===== src/rtl/div_arb_pkg.sv =====
// rtl/div_arb_pkg.sv - shared types and constants for the divider arbiter
package div_arb_pkg;

  localparam int DATA_W          = 64;
  localparam int DIV_LATENCY_DEF = 66;

  typedef enum logic [1:0] {
    IDLE  = 2'd0,
    ISSUE = 2'd1,
    WAIT  = 2'd2,
    RESP  = 2'd3
  } state_t;

  // Width of a down-counter that is loaded with lat-1 and counts to zero.
  function automatic int cnt_width(input int lat);
    if (lat <= 2) return 1;
    return $clog2(lat);
  endfunction

endpackage


===== src/rtl/div_arbiter_rr_arbiter.sv =====
// rtl/div_arbiter_rr_arbiter.sv - combinational round-robin grant picker
module rr_arbiter #(
  parameter int NUM_REQ = 4,
  parameter int ID_W    = 2
) (
  input  logic [NUM_REQ-1:0] req_i,
  input  logic [ID_W-1:0]    ptr_i,
  output logic [NUM_REQ-1:0] grant_o,
  output logic [ID_W-1:0]    idx_o,
  output logic               any_o
);

  // Scan from the port just after the last winner, wrapping, first hit wins.
  always_comb begin
    int            k;
    logic [ID_W-1:0] k_idx;
    grant_o = '0;
    idx_o   = '0;
    any_o   = 1'b0;
    k       = 0;
    k_idx   = '0;
    for (int i = 1; i <= NUM_REQ; i++) begin
      k     = (int'(ptr_i) + i) % NUM_REQ;
      k_idx = ID_W'(k);
      if (!any_o && req_i[k_idx]) begin
        any_o          = 1'b1;
        grant_o[k_idx] = 1'b1;
        idx_o          = k_idx;
      end
    end
  end

endmodule


===== src/rtl/div_arbiter.sv =====
// rtl/div_arbiter.sv - round-robin front end sharing one divider; optional DIV_ARB_FASTPATH_EN
module div_arbiter
  import div_arb_pkg::*;
#(
  parameter int NUM_REQ     = 4,
  parameter int ID_W        = 2,
  parameter int DIV_LATENCY = DIV_LATENCY_DEF
) (
  input  logic                      clk,
  input  logic                      reset_n_i,
  input  logic [NUM_REQ-1:0]        req_valid_i,
  output logic [NUM_REQ-1:0]        req_ready_o,
  input  logic [NUM_REQ*DATA_W-1:0] req_dividend_i,
  input  logic [NUM_REQ*DATA_W-1:0] req_divisor_i,
  output logic                      resp_valid_o,
  input  logic                      resp_ready_i,
  output logic [ID_W-1:0]           resp_id_o,
  output logic [DATA_W-1:0]         resp_quotient_o,
  output logic [DATA_W-1:0]         resp_remainder_o,
  output logic                      div_start_o,
  output logic [DATA_W-1:0]         div_dividend_o,
  output logic [DATA_W-1:0]         div_divisor_o,
  input  logic                      div_done_i,
  input  logic [DATA_W-1:0]         div_quotient_i,
  input  logic [DATA_W-1:0]         div_remainder_i,
  output logic                      busy_o
);

  localparam int CNT_W = cnt_width(DIV_LATENCY);

  state_t              state_q, state_d;
  logic [ID_W-1:0]     rr_ptr_q, rr_ptr_d;
  logic [ID_W-1:0]     id_q, id_d;
  logic [CNT_W-1:0]    cnt_q, cnt_d;
  logic [DATA_W-1:0]   dividend_q, dividend_d;
  logic [DATA_W-1:0]   divisor_q, divisor_d;
  logic [DATA_W-1:0]   quot_q, quot_d;
  logic [DATA_W-1:0]   rem_q, rem_d;

  logic [NUM_REQ-1:0]  grant;
  logic [ID_W-1:0]     grant_idx;
  logic                grant_any;
  logic [DATA_W-1:0]   dvd_sel;
  logic [DATA_W-1:0]   dvs_sel;

  rr_arbiter #(
    .NUM_REQ (NUM_REQ),
    .ID_W    (ID_W)
  ) u_rr_arbiter (
    .req_i   (req_valid_i),
    .ptr_i   (rr_ptr_q),
    .grant_o (grant),
    .idx_o   (grant_idx),
    .any_o   (grant_any)
  );

  assign dvd_sel = req_dividend_i[grant_idx*DATA_W +: DATA_W];
  assign dvs_sel = req_divisor_i[grant_idx*DATA_W +: DATA_W];

  // Accept is only offered in IDLE and never while reset is asserted.
  assign req_ready_o      = (state_q == IDLE && reset_n_i) ? grant : '0;
  assign resp_valid_o     = (state_q == RESP);
  assign div_start_o      = (state_q == ISSUE);
  assign busy_o           = (state_q != IDLE);
  assign resp_id_o        = id_q;
  assign resp_quotient_o  = quot_q;
  assign resp_remainder_o = rem_q;
  assign div_dividend_o   = dividend_q;
  assign div_divisor_o    = divisor_q;

  // Next-state, counter and datapath register updates for the transaction FSM.
  always_comb begin
    state_d    = state_q;
    rr_ptr_d   = rr_ptr_q;
    id_d       = id_q;
    cnt_d      = cnt_q;
    dividend_d = dividend_q;
    divisor_d  = divisor_q;
    quot_d     = quot_q;
    rem_d      = rem_q;
    case (state_q)
      IDLE: begin
        if (grant_any) begin
          id_d       = grant_idx;
          dividend_d = dvd_sel;
          divisor_d  = dvs_sel;
`ifdef DIV_ARB_FASTPATH_EN
          // Trivial divisors are answered locally without waking the divider.
          if (dvs_sel == '0) begin
            quot_d  = '1;
            rem_d   = dvd_sel;
            state_d = RESP;
          end else if (dvs_sel == DATA_W'(1)) begin
            quot_d  = dvd_sel;
            rem_d   = '0;
            state_d = RESP;
          end else begin
            state_d = ISSUE;
          end
`else
          state_d = ISSUE;
`endif
        end
      end
      ISSUE: begin
        cnt_d   = CNT_W'(DIV_LATENCY - 1);
        state_d = WAIT;
      end
      WAIT: begin
        // A done seen before the counter expires is left over from the last op.
        if (cnt_q == '0) begin
          if (div_done_i) begin
            quot_d  = div_quotient_i;
            rem_d   = div_remainder_i;
            state_d = RESP;
          end
        end else begin
          cnt_d = cnt_q - CNT_W'(1);
        end
      end
      RESP: begin
        if (resp_ready_i) begin
          rr_ptr_d = id_q;
          state_d  = IDLE;
        end
      end
      default: state_d = IDLE;
    endcase
  end

  // State and datapath registers with synchronous active-low reset.
  always_ff @(posedge clk) begin
    if (!reset_n_i) begin
      state_q    <= IDLE;
      rr_ptr_q   <= ID_W'(NUM_REQ - 1);
      id_q       <= '0;
      cnt_q      <= '0;
      dividend_q <= '0;
      divisor_q  <= '0;
      quot_q     <= '0;
      rem_q      <= '0;
    end else begin
      state_q    <= state_d;
      rr_ptr_q   <= rr_ptr_d;
      id_q       <= id_d;
      cnt_q      <= cnt_d;
      dividend_q <= dividend_d;
      divisor_q  <= divisor_d;
      quot_q     <= quot_d;
      rem_q      <= rem_d;
    end
  end

endmodule


===== config.mk =====
export PLATFORM = sky130hd
export DESIGN_NAME = div_arbiter
export DESIGN_NICKNAME = d
export VERILOG_FILES = /design/src/rtl/div_arb_pkg.sv /design/src/rtl/div_arbiter_rr_arbiter.sv /design/src/rtl/div_arbiter.sv
export SDC_FILE = /design/constraint.sdc
export NUM_CORES = 1
export LEC_CHECK = 0
export BUFFER_PORTS_ARGS = -buffer_cell sky130_fd_sc_hd__buf_2
export CORE_AREA = 4 4 354 356
export CTS_BUF_LIST = sky130_fd_sc_hd__clkbuf_4 sky130_fd_sc_hd__clkbuf_8 sky130_fd_sc_hd__clkbuf_16
export DETAILED_ROUTE_END_ITERATION = 12
export DIE_AREA = 0 0 358 360
export GPL_TIMING_DRIVEN = 0
export PLACE_DENSITY_LB_ADDON = 0.05
export SLEW_MARGIN = 20
export SYNTH_ARGS = -nofsm -noshare
export SYNTH_HDL_FRONTEND = slang
export SYNTH_SLANG_ARGS = --single-unit
export TNS_END_PERCENT = 30

===== constraint.sdc =====
create_clock -name clk -period 4.08 [get_ports clk]
set_input_delay 0.204 -clock clk [delete_from_list [all_inputs] [get_ports clk]]
set_output_delay 0.204 -clock clk [all_outputs]
set_load 0.02 [all_outputs]

==> metrics.csv, run 1 <==
metric;value;unit
dp_hpwl;108200;microns
wl_per_cell;25.49;microns
overflow;0;
dieArea;128900;sq um
synth_edf_count;0;
syn_nets;2910;
worstSetupStartpointType;register;
grt_pass1_vias;24370;
vdd_ir_drop_max;0.2914;mV
crit_arrival;4.41;ns
synth_common_cells;nand2_1 (270), dfxtp_1 (269), clkbuf_1 (204);
cts_tree;built;
cts_root_buf;clkbuf_16;
worstHoldEndpoint;div_dividend_o[33];
syn_area;17610;sq um
nets;4128;
critPathCaptureType;register;
cts.htree.levels;2;
yosysMostFrequentCell;nand2_1;
ff2ff_setup_slack;0.14;ns
slew_headroom;29.88;%
reg2reg_to;div_dividend_o[49];
ys_seq_area_share;30.59;%
slowest_delay;0.57;ns
worstPathCellList;buf_6 -> buf_12 -> inv_4 -> clkbuf_16 -> ha_1 -> buf_6 -> mux4_2 -> nand2b_4 -> a211oi_4 -> buf_12 -> clkbuf_4 -> buf_2 -> nor3b_1 -> a211oi_1 -> o31ai_1;
syn_area_per_cell;7.835;sq um
worstPathMaxFanout;11;
maxSlewViolCount;0;
reg2regPathDepth;15;
place.gp.congestion;0.9247;
io_pins;913;
yosysUniqueCellTypes;52;
fmax;0.2536;GHz
area.growth.synth_to_final;62.99;%
p_leak;0.01152;uW
yosysTopAreaCell;dfxtp_1;
r2r_start;rr_ptr_q[0];
path_delay_family;buffers and inverters;
tightest_slew;1.052;ns
synth_cells;2247;
hold_viol;0;
critical_path_buf_inv_count;8;
fp.dieH;360;microns
worstHoldPathType;in2reg;
drcViolationCount;0;
drv_cap;0;
synth_top_area_share;30.59;%
grt_max_degree;14;
routed_wl;131500;microns
row_count;128;
first_iter_violations;1552;
holdPathStages;3;
dp_cells;4784;
crit_type;reg2reg;
worstHoldStart;req_dividend_i[97];
initial_core_util;14.46;%
drive_above_1_share;33.42;%
rsz0062_at_grt;yes;
post-route-period-util;96.67;%
ys.flop_type;dfxtp_1;
yosys_warnings;0;
fin_crit;3.944;ns
synthTopCellsByArea;dfxtp_1 (31%), o31ai_1 (8.4%), a221o_1 (8.0%);
vias;23890;
clkTransAtPathRegs;0.06;ns
grt_pass1_wl;181000;microns
cts_buffers;42;
ant_nets;0;
die_x;358;microns
track_usage;19.22;%
vias_per_cell;4.630;
drt_pre_antenna_iters;8;
cp_data_required_time;4.54;ns
async_flop_share;0;%
p_per_area;555.6;nW/um^2
holdWs;0.03236;ns
cts_sinks;269;
fp.coreArea;121700;sq um
cp_slowest_cell;mux4_2;
clk_path_buf_depth;3;
stdcell_count;5160;
portBuffers;911;
antenna_found_initial;84;
fin_skew;0.02929;ns
status;complete, no violations;
clk_latency;0.62;ns
setup_viol;0;
ys_seq_elements;269;
-- where the power goes --
part | leakage [uW] | switching, uW | total [uW] | internal (uW)
logic | 0.00860 | 5500 | 8290 | 2800
registers | 0.00220 | 453 | 3860 | 3400
clock network | 0.000713 | 1530 | 3790 | 2270
total | 0.0115 | 7480 | 15900 | 8470
-- kinds of logic (layout without fill, tap and decap cells) --
family | after synthesis | count (layout) | synth area share [%]
AND/OR/NAND/NOR | 906 | 906 | 25.87
AO/OA/AOI/OAI | 749 | 749 | 34.45
buffers and inverters | 293 | 1538 | 6.972
flip-flops | 269 | 269 | 30.59
adder cells (fa/ha/maj) | 15 | 15 | 1.066
multiplexers | 12 | 12 | 0.9097
XOR/XNOR | 3 | 3 | 0.1493
other | 0 | 43 | 0
-- worst reg2reg max path, cell delays in order (launching register included) --
cell	delay, ns
dfxtp_4	0.38
buf_6	0.14
buf_12	0.16
inv_4	0.09
clkbuf_16	0.20
ha_1	0.31
buf_6	0.14
mux4_2	0.57
nand2b_4	0.21
a211oi_4	0.25
buf_12	0.16
clkbuf_4	0.27
buf_2	0.31
nor3b_1	0.10
a211oi_1	0.42
o31ai_1	0.10
-- routing by layer --
| layer | global-route usage, % | part of all wire (%) |
|---|---|---|
| met2 | 34.67 | 50 |
| met5 | 0 | 0.20 |
| met4 | 5.073 | 2.4 |
| met1 | 21.82 | 39 |
| met3 | 5.919 | 8.4 |
-- sequential cells by signal (all words and copies together) (netlist names) --
name              flops
div_dividend_o       64
div_divisor_o        64
resp_quotient_o      64
resp_remainder_o     64
cnt_q                 7
resp_id_o             2
rr_ptr_q              2
state_q               2
-- metrics by stage --
stage | cell area (sq um) | worst slack, ns | power, uW | setup TNS, ns | utilization [%]
finish | 28700 | 0.1360 | 15940 | 0 | 23.58
global route | 28640 | -0.02875 | 16960 | -0.03912 | 23.53
CTS | 28450 | 0.01618 | 16190 | 0 | 23.37
detailed placement | 24220 | -2.539 | 11820 | -315.39 | 19.90
global placement | 24200 | -2.953 | 11820 | -344.23 | 19.88
floorplan | 17610 | 0.2678 | 8243 | 0 | -
-- cell usage in the layout, fill, tap and decap left out, types with 65 or more instances in the layout --
cell	synthesis	routed
a21boi_0	129	129
buf_2	63	958
a221o_1	140	140
or3_1	136	136
nor3_1	138	136
o31ai_1	196	196
a211oi_1	123	119
nand3_1	65	65
nor2_1	150	147
nor3b_1	124	124
dlygate4sd3_1	0	246
dfxtp_1	269	268
clkbuf_1	204	171
nand2_1	270	270
o21ai_0	75	75
-- how the worst max path moves through the flow --
stage	from	end	slack, ns	cells past startpoint
after global routing	rr_ptr_q[0]	div_divisor_o[54]	-0.03	14
after floorplan	rr_ptr_q[0]	div_divisor_o[26]	0.27	15
final	rr_ptr_q[0]	div_dividend_o[49]	0.14	15
after detailed placement	rr_ptr_q[0]	div_divisor_o[53]	-2.54	15
after global placement	rr_ptr_q[0]	div_dividend_o[44]	-2.95	15
after CTS	rr_ptr_q[0]	req_ready_o[3]	0.02	13
-- final cells by class --
| class | count | area (sq um) |
|---|---|---|
| clock buffers | 59 | 1247 |
| clock inverters | 12 | 175.2 |
| multi-input cells | 1685 | 11120 |
| diodes | 43 | 107.6 |
| well taps | 1625 | 2033 |
| inverters | 9 | 36.28 |
| flip-flops and latches | 269 | 5389 |
| fillers | 13700 | 93020 |
| plain buffers | 283 | 1330 |
| repair buffers | 1175 | 7262 |
-- what timing repair did --
action                                 in CTS  in global routing
endpoints found under the hold margin     197                  0
hold buffers                              246                  0
setup endpoints to repair                 136                125
setup buffers                              13                  3
resized for setup                          52                 49
gates cloned                                1                  0
pin swaps                                   6                  4
No activity file was read; power rests on OpenSTA's default activity.
==> run 2, diff against run 1 <==
--- a/config.mk
+++ b/config.mk
@@ -6,12 +6,13 @@
 export NUM_CORES = 1
 export LEC_CHECK = 0
 export BUFFER_PORTS_ARGS = -buffer_cell sky130_fd_sc_hd__buf_2
-export CORE_AREA = 4 4 354 356
+export CORE_AREA = 3 3 353 355
 export CTS_BUF_LIST = sky130_fd_sc_hd__clkbuf_4 sky130_fd_sc_hd__clkbuf_8 sky130_fd_sc_hd__clkbuf_16
 export DETAILED_ROUTE_END_ITERATION = 12
-export DIE_AREA = 0 0 358 360
+export DIE_AREA = 0 0 356 358
 export GPL_TIMING_DRIVEN = 0
 export PLACE_DENSITY_LB_ADDON = 0.05
+export RECOVER_POWER = 25
 export SLEW_MARGIN = 20
 export SYNTH_ARGS = -nofsm -noshare
 export SYNTH_HDL_FRONTEND = slang
==> constraint.sdc (replaced) <==
create_clock -name clk -period 4.08 [get_ports clk]
set_input_delay 0.204 -clock clk [delete_from_list [all_inputs] [get_ports clk]]
set_output_delay 0.204 -clock clk [all_outputs]
set_load 0.005 [all_outputs]
==> metrics.csv, run 2 (same netlist as run 1, synthesis figures left out) <==
metric;value;unit
grt_pass1_vias;24170;
routed_wl;128900;microns
reg2regPathDepth;16;
status;complete, no violations;
reg2reg_to;div_divisor_o[38];
nets;4121;
dp_hpwl;106000;microns
final_common_cell;buf_2;
drv_cap;0;
clkTransAtPathRegs;0.05;ns
fin_skew;0.02177;ns
fp.coreArea;121700;sq um
slowest_delay;0.57;ns
holdWs;0.05481;ns
cp_data_required_time;4.54;ns
wl_per_cell;25.08;microns
maxSlewViolCount;0;
p_leak;0.01102;uW
fp.dieH;358;microns
critPathCaptureType;register;
dp_cells;4784;
grt_pass1_wl;178500;microns
vdd_ir_drop_max;0.2939;mV
crit_arrival;4.45;ns
crit_type;reg2reg;
grt_max_degree;14;
die_x;356;microns
fin_crit;3.990;ns
final_cell_mix;buf_2 (832), clkbuf_1 (291), nand2_1 (269);
post-route-period-util;97.80;%
r2r_start;rr_ptr_q[0];
row_count;128;
rsz0062_at_grt;yes;
clk_latency;0.61;ns
drcViolationCount;0;
final_util;23.41;%
worstSetupStartpointType;register;
pre_cts_ws;-2.585;ns
hold_viol;0;
worstHoldStart;req_dividend_i[229];
worstHoldEndpoint;div_dividend_o[37];
worstPathCellList;buf_6 -> buf_12 -> inv_4 -> clkbuf_16 -> clkbuf_16 -> ha_1 -> buf_6 -> mux4_2 -> nand2b_4 -> a211oi_4 -> buf_12 -> clkbuf_4 -> buf_2 -> nor3b_1 -> a211oi_1 -> o31ai_1;
place.gp.congestion;0.9059;
cp_slowest_cell;mux4_2;
io_pins;913;
p_per_area;521.4;nW/um^2
worstHoldPathType;in2reg;
setup_tns;0;ns
overflow;0;
holdPathStages;3;
area.growth.synth_to_final;61.86;%
worstPathMaxFanout;13;
tightest_slew;0.9707;ns
track_usage;19.11;%
drive_above_1_share;30.27;%
antenna_found_initial;53;
ant_nets;0;
vias_per_cell;4.605;
worst_slack;0.08961;ns
vias;23670;
clk_path_buf_depth;3;
cts_sinks;269;
cts_tree;built;
dieArea;127400;sq um
stdcell_count;5140;
setup_viol;0;
portBuffers;911;
first_iter_violations;1679;
initial_core_util;14.46;%
cts.htree.levels;2;
ff2ff_setup_slack;0.09;ns
cts_root_buf;clkbuf_16;
fmax;0.2506;GHz
drt_pre_antenna_iters;6;
cts_buffers;42;
slew_headroom;35.29;%
nFillCells;13820;
==> run 2: changes by cell type in the layout (fill, tap and decap cells not counted), moves of 3 or more <==
| cell | change |
|---|---|
| a211oi_1 | -5 |
| clkbuf_4 | +12 |
| clkbuf_2 | -5 |
| dlygate4sd3_1 | -6 |
| a211oi_2 | +5 |
| buf_2 | -126 |
| diode_2 | -17 |
| buf_4 | +3 |
| clkbuf_8 | -5 |
| clkbuf_1 | +120 |
==> run 2: per-layer routing <==
metal / track usage [%] / vias to the layer above / wire length, microns
met2: 35.00 / 934 / 65260
li1: - / 11040 / -
met4: 4.374 / 36 / 2858
met1: 22.09 / 11500 / 51400
met5: 0 / - / 251
met3: 4.959 / 166 / 9141
==> run 2: per-stage QoR <==
stage	instance area [sq um]	power, uW
2_1_floorplan	17610	7391
3_3_place_gp	24200	10890
3_5_place_dp	24230	10900
4_1_cts	28480	15240
5_1_grt	28450	15890
6_report	28500	14860
==> run 2: repair_timing <==
| item | 4_1_cts | 5_1_grt |
|---|---|---|
| buffers inserted | 19 | 1 |
| hold endpoints to repair | 191 | 0 |
| pin swaps | 9 | 2 |
| setup endpoints to repair | 136 | 123 |
| resized for setup | 66 | 51 |
| hold buffers | 240 | 0 |
==> run 2: worst max-delay path, delay by kind of cell, from the launching register on <==
family          cells  cell delay, ns
mux                 1            0.57
flops               1            0.37
simple gates        2            0.29
fa+ha+maj           1            0.31
buf+inv             9            1.52
compound gates      3            0.74
==> run 2: area by class of cell <==
class	count	area (sq um)	area share, %
flip-flops and latches	269	5389	18.91
clock inverters	13	142.6	0.5005
inverters	9	36.28	0.1273
diodes	26	65.06	0.2283
repair buffers	1172	7057	24.76
plain buffers	279	1380	4.843
well taps	1625	2033	7.135
multi-input cells	1685	11150	39.12
clock buffers	62	1245	4.369
==> run 2: worst max-delay path by stage <==
stage                                     to        start  cells after the start
after floorplan            div_divisor_o[26]  rr_ptr_q[0]                     15
after global placement    div_dividend_o[26]  rr_ptr_q[0]                     15
after detailed placement   div_divisor_o[49]  rr_ptr_q[0]                     15
after CTS                     req_ready_o[3]  rr_ptr_q[1]                     11
after global routing      div_dividend_o[49]  rr_ptr_q[0]                     15
final                      div_divisor_o[38]  rr_ptr_q[0]                     16
==> run 2: power breakdown <==
group / total, uW / internal [uW] / leakage [uW] / switching, uW
sequential: 3900 / 3400 / 0.00220 / 497
clock: 3710 / 2190 / 0.000695 / 1520
combinational: 7250 / 2700 / 0.00812 / 4550
==> run 3, diff against run 2 <==
--- a/config.mk
+++ b/config.mk
@@ -5,11 +5,12 @@
 export SDC_FILE = /design/constraint.sdc
 export NUM_CORES = 1
 export LEC_CHECK = 0
+export ABC_AREA = 1
 export BUFFER_PORTS_ARGS = -buffer_cell sky130_fd_sc_hd__buf_2
-export CORE_AREA = 3 3 353 355
+export CORE_AREA = 3 3 357 359
 export CTS_BUF_LIST = sky130_fd_sc_hd__clkbuf_4 sky130_fd_sc_hd__clkbuf_8 sky130_fd_sc_hd__clkbuf_16
 export DETAILED_ROUTE_END_ITERATION = 12
-export DIE_AREA = 0 0 356 358
+export DIE_AREA = 0 0 360 362
 export GPL_TIMING_DRIVEN = 0
 export PLACE_DENSITY_LB_ADDON = 0.05
 export RECOVER_POWER = 25
==> metrics.csv, run 3 <==
metric;value;unit
p_per_area;569.2;nW/um^2
drive_above_1_share;23.95;%
crit_type;reg2reg;
critical_path_buf_inv_count;7;
ys_seq_area_share;35.38;%
yosysTopAreaCell;dfxtp_1;
synth_top_area_share;35.38;%
cts_sinks;269;
crit_arrival;4.21;ns
grt_pass1_wl;157500;microns
grt_max_degree;13;
setup_viol;0;
slowest_delay;0.56;ns
worstPathMaxFanout;10;
tightest_slew;0.8702;ns
ys.flop_type;dfxtp_1;
worstSetupStartpointType;register;
clk_latency;0.62;ns
ant_nets;0;
slew_headroom;41.99;%
final_common_cell;buf_2;
portBuffers;912;
initial_core_util;12.26;%
die_x;360;microns
vdd_ir_drop_max;0.2741;mV
dieArea;130300;sq um
syn_nets;3234;
status;complete, no violations;
dp_cells;5120;
synth_common_cells;nor2_1 (592), nand2_1 (560), nand3_1 (383);
hold_viol;0;
critPathCaptureType;register;
final_area;28330;sq um
stdcell_count;5728;
cts_tree;built;
fp.dieH;362;microns
p_comb_share;50.9;%
clkPwrFrac;24.3;%
synth_cells;2571;
syn_area_per_cell;5.920;sq um
rsz0062_at_grt;no;
placed_area;21840;sq um
synthTopCellsByArea;dfxtp_1 (35%), nor2_1 (15%), nand2_1 (14%);
synth_edf_count;0;
power.total;16130;uW
overflow;0;
grt_pass1_vias;22700;
switchingPower;7423;uW
dp_hpwl;89920;microns
fp.coreArea;124100;sq um
area.growth.synth_to_final;86.15;%
p_leak;0.01471;uW
clkTransAtPathRegs;0.05;ns
async_flop_share;0;%
yosysUniqueCellTypes;34;
post-route-period-util;90.13;%
syn_area;15220;sq um
vias_per_cell;3.748;
yosys_warnings;0;
cts_buffers;43;
antenna_found_initial;37;
routed_wl;111500;microns
intPower;8706;uW
wl_per_cell;19.46;microns
cp_slowest_cell;dlygate4sd3_1;
drv_cap;0;
maxSlewViolCount;0;
ys_seq_elements;269;
drt_pre_antenna_iters;4;
final_cell_mix;buf_2 (861), nor2_1 (591), nand2_1 (559);
nets;4700;
final_util;22.83;%
place.gp.congestion;0.7805;
cp_data_required_time;4.61;ns
io_pins;913;
p_sw_share;46.02;%
cts_root_buf;clkbuf_16;
clk_path_buf_depth;3;
drcViolationCount;0;
first_iter_violations;880;
track_usage;16.45;%
fin_skew;0.03083;ns
worstPathCellList;buf_4 -> inv_4 -> ha_1 -> inv_1 -> nand2_1 -> nand2_4 -> inv_2 -> nand2_2 -> nand2_1 -> nand2_2 -> nand2_2 -> inv_2 -> buf_2 -> nand2_1 -> and3_1 -> dlygate4sd3_1 -> nor2_1;
row_count;129;
cts.htree.levels;2;
vias;21470;
fmax;0.2719;GHz
pwr-share-seq;24.8;%
fin_crit;3.677;ns
path_delay_family;buffers and inverters;
worstHoldPathType;in2reg;
yosysMostFrequentCell;nor2_1;
-- run 3: kinds of logic after synthesis --
| logic type | Yosys count | share of synthesized area [%] |
|---|---|---|
| and+or+nand+nor | 1616 | 44.47 |
| xor gates and xnor gates | 3 | 0.1727 |
| DFF | 269 | 35.38 |
| buffers and inverters | 510 | 13.36 |
| AOI/OAI and AO/OA | 158 | 5.384 |
| adders and majority gates | 15 | 1.233 |
-- run 3: worst min-delay path: cells and delay by family --
kind | cells | cell delay (ns)
buffers and inverters | 1 | 0.08
and+or+nand+nor | 4 | 0.29
-- run 3: per-stage QoR --
stage / TNS (ns) / hold WS [ns] / worst slack (ns)
4_1_cts: 0 / 0.0001994 / 0.02436
2_1_floorplan: 0 / 0.3707 / 1.657
6_report: 0 / 0.02644 / 0.4026
5_1_grt: 0 / 0.03069 / 0.07865
3_5_place_dp: -2.691 / 0.4657 / -0.3379
3_3_place_gp: -47.63 / 0.4637 / -0.8933
-- run 3: power groups by stage --
stage | sequential (uW) | clock, uW | combinational (uW)
after global placement | 4060 | 0 | 8250
after CTS | 4010 | 4150 | 8650
final | 4000 | 3910 | 8220
after detailed placement | 4050 | 0 | 8160
after floorplan | 4080 | 0 | 4020
after global routing | 4120 | 4220 | 9350
-- run 3: cell type report --
class / count / area, sq um
buffer: 173 / 780.7
clock buffer: 61 / 1267
antenna: 24 / 60.06
timing repair buffer: 1421 / 9517
inverter: 337 / 1267
tap: 1637 / 2048
clock inverter: 14 / 181.4
fill: 14560 / 95790
multi-input combinational: 1792 / 7825
sequential: 269 / 5386
-- run 3: layer usage --
layer  track usage (%)  wire (microns)  vias to the layer above  part of all wire (%)
li1                  -               -                    10890                     -
met1             18.98           46080                     9747                    41
met2             29.40           54880                      674                    49
met3             4.516            7260                      151                   6.5
met4             5.201            3165                       14                   2.8
met5                 0              97                        -                 0.087
-- run 3: what timing repair did --
| action | CTS | global route |
|---|---|---|
| hold buffers | 506 | 0 |
| endpoints found under the setup margin | 27 | 23 |
| resized for setup | 7 | 10 |
| setup buffers | 2 | 0 |
| pin swaps | 1 | 0 |
| endpoints found under the hold margin | 248 | 0 |
-- run 3: final timing paths --
path | start | endpoint | slack (ns) | cells past startpoint
setup / recovery | rr_ptr_q[0] | div_dividend_o[9] | 0.40 | 17
hold / removal | req_dividend_i[113] | div_dividend_o[49] | 0.03 | 5
setup reg to reg | rr_ptr_q[0] | div_dividend_o[9] | 0.40 | 17
hold reg to reg | resp_remainder_o[27] | resp_remainder_o[27] | 0.47 | 2
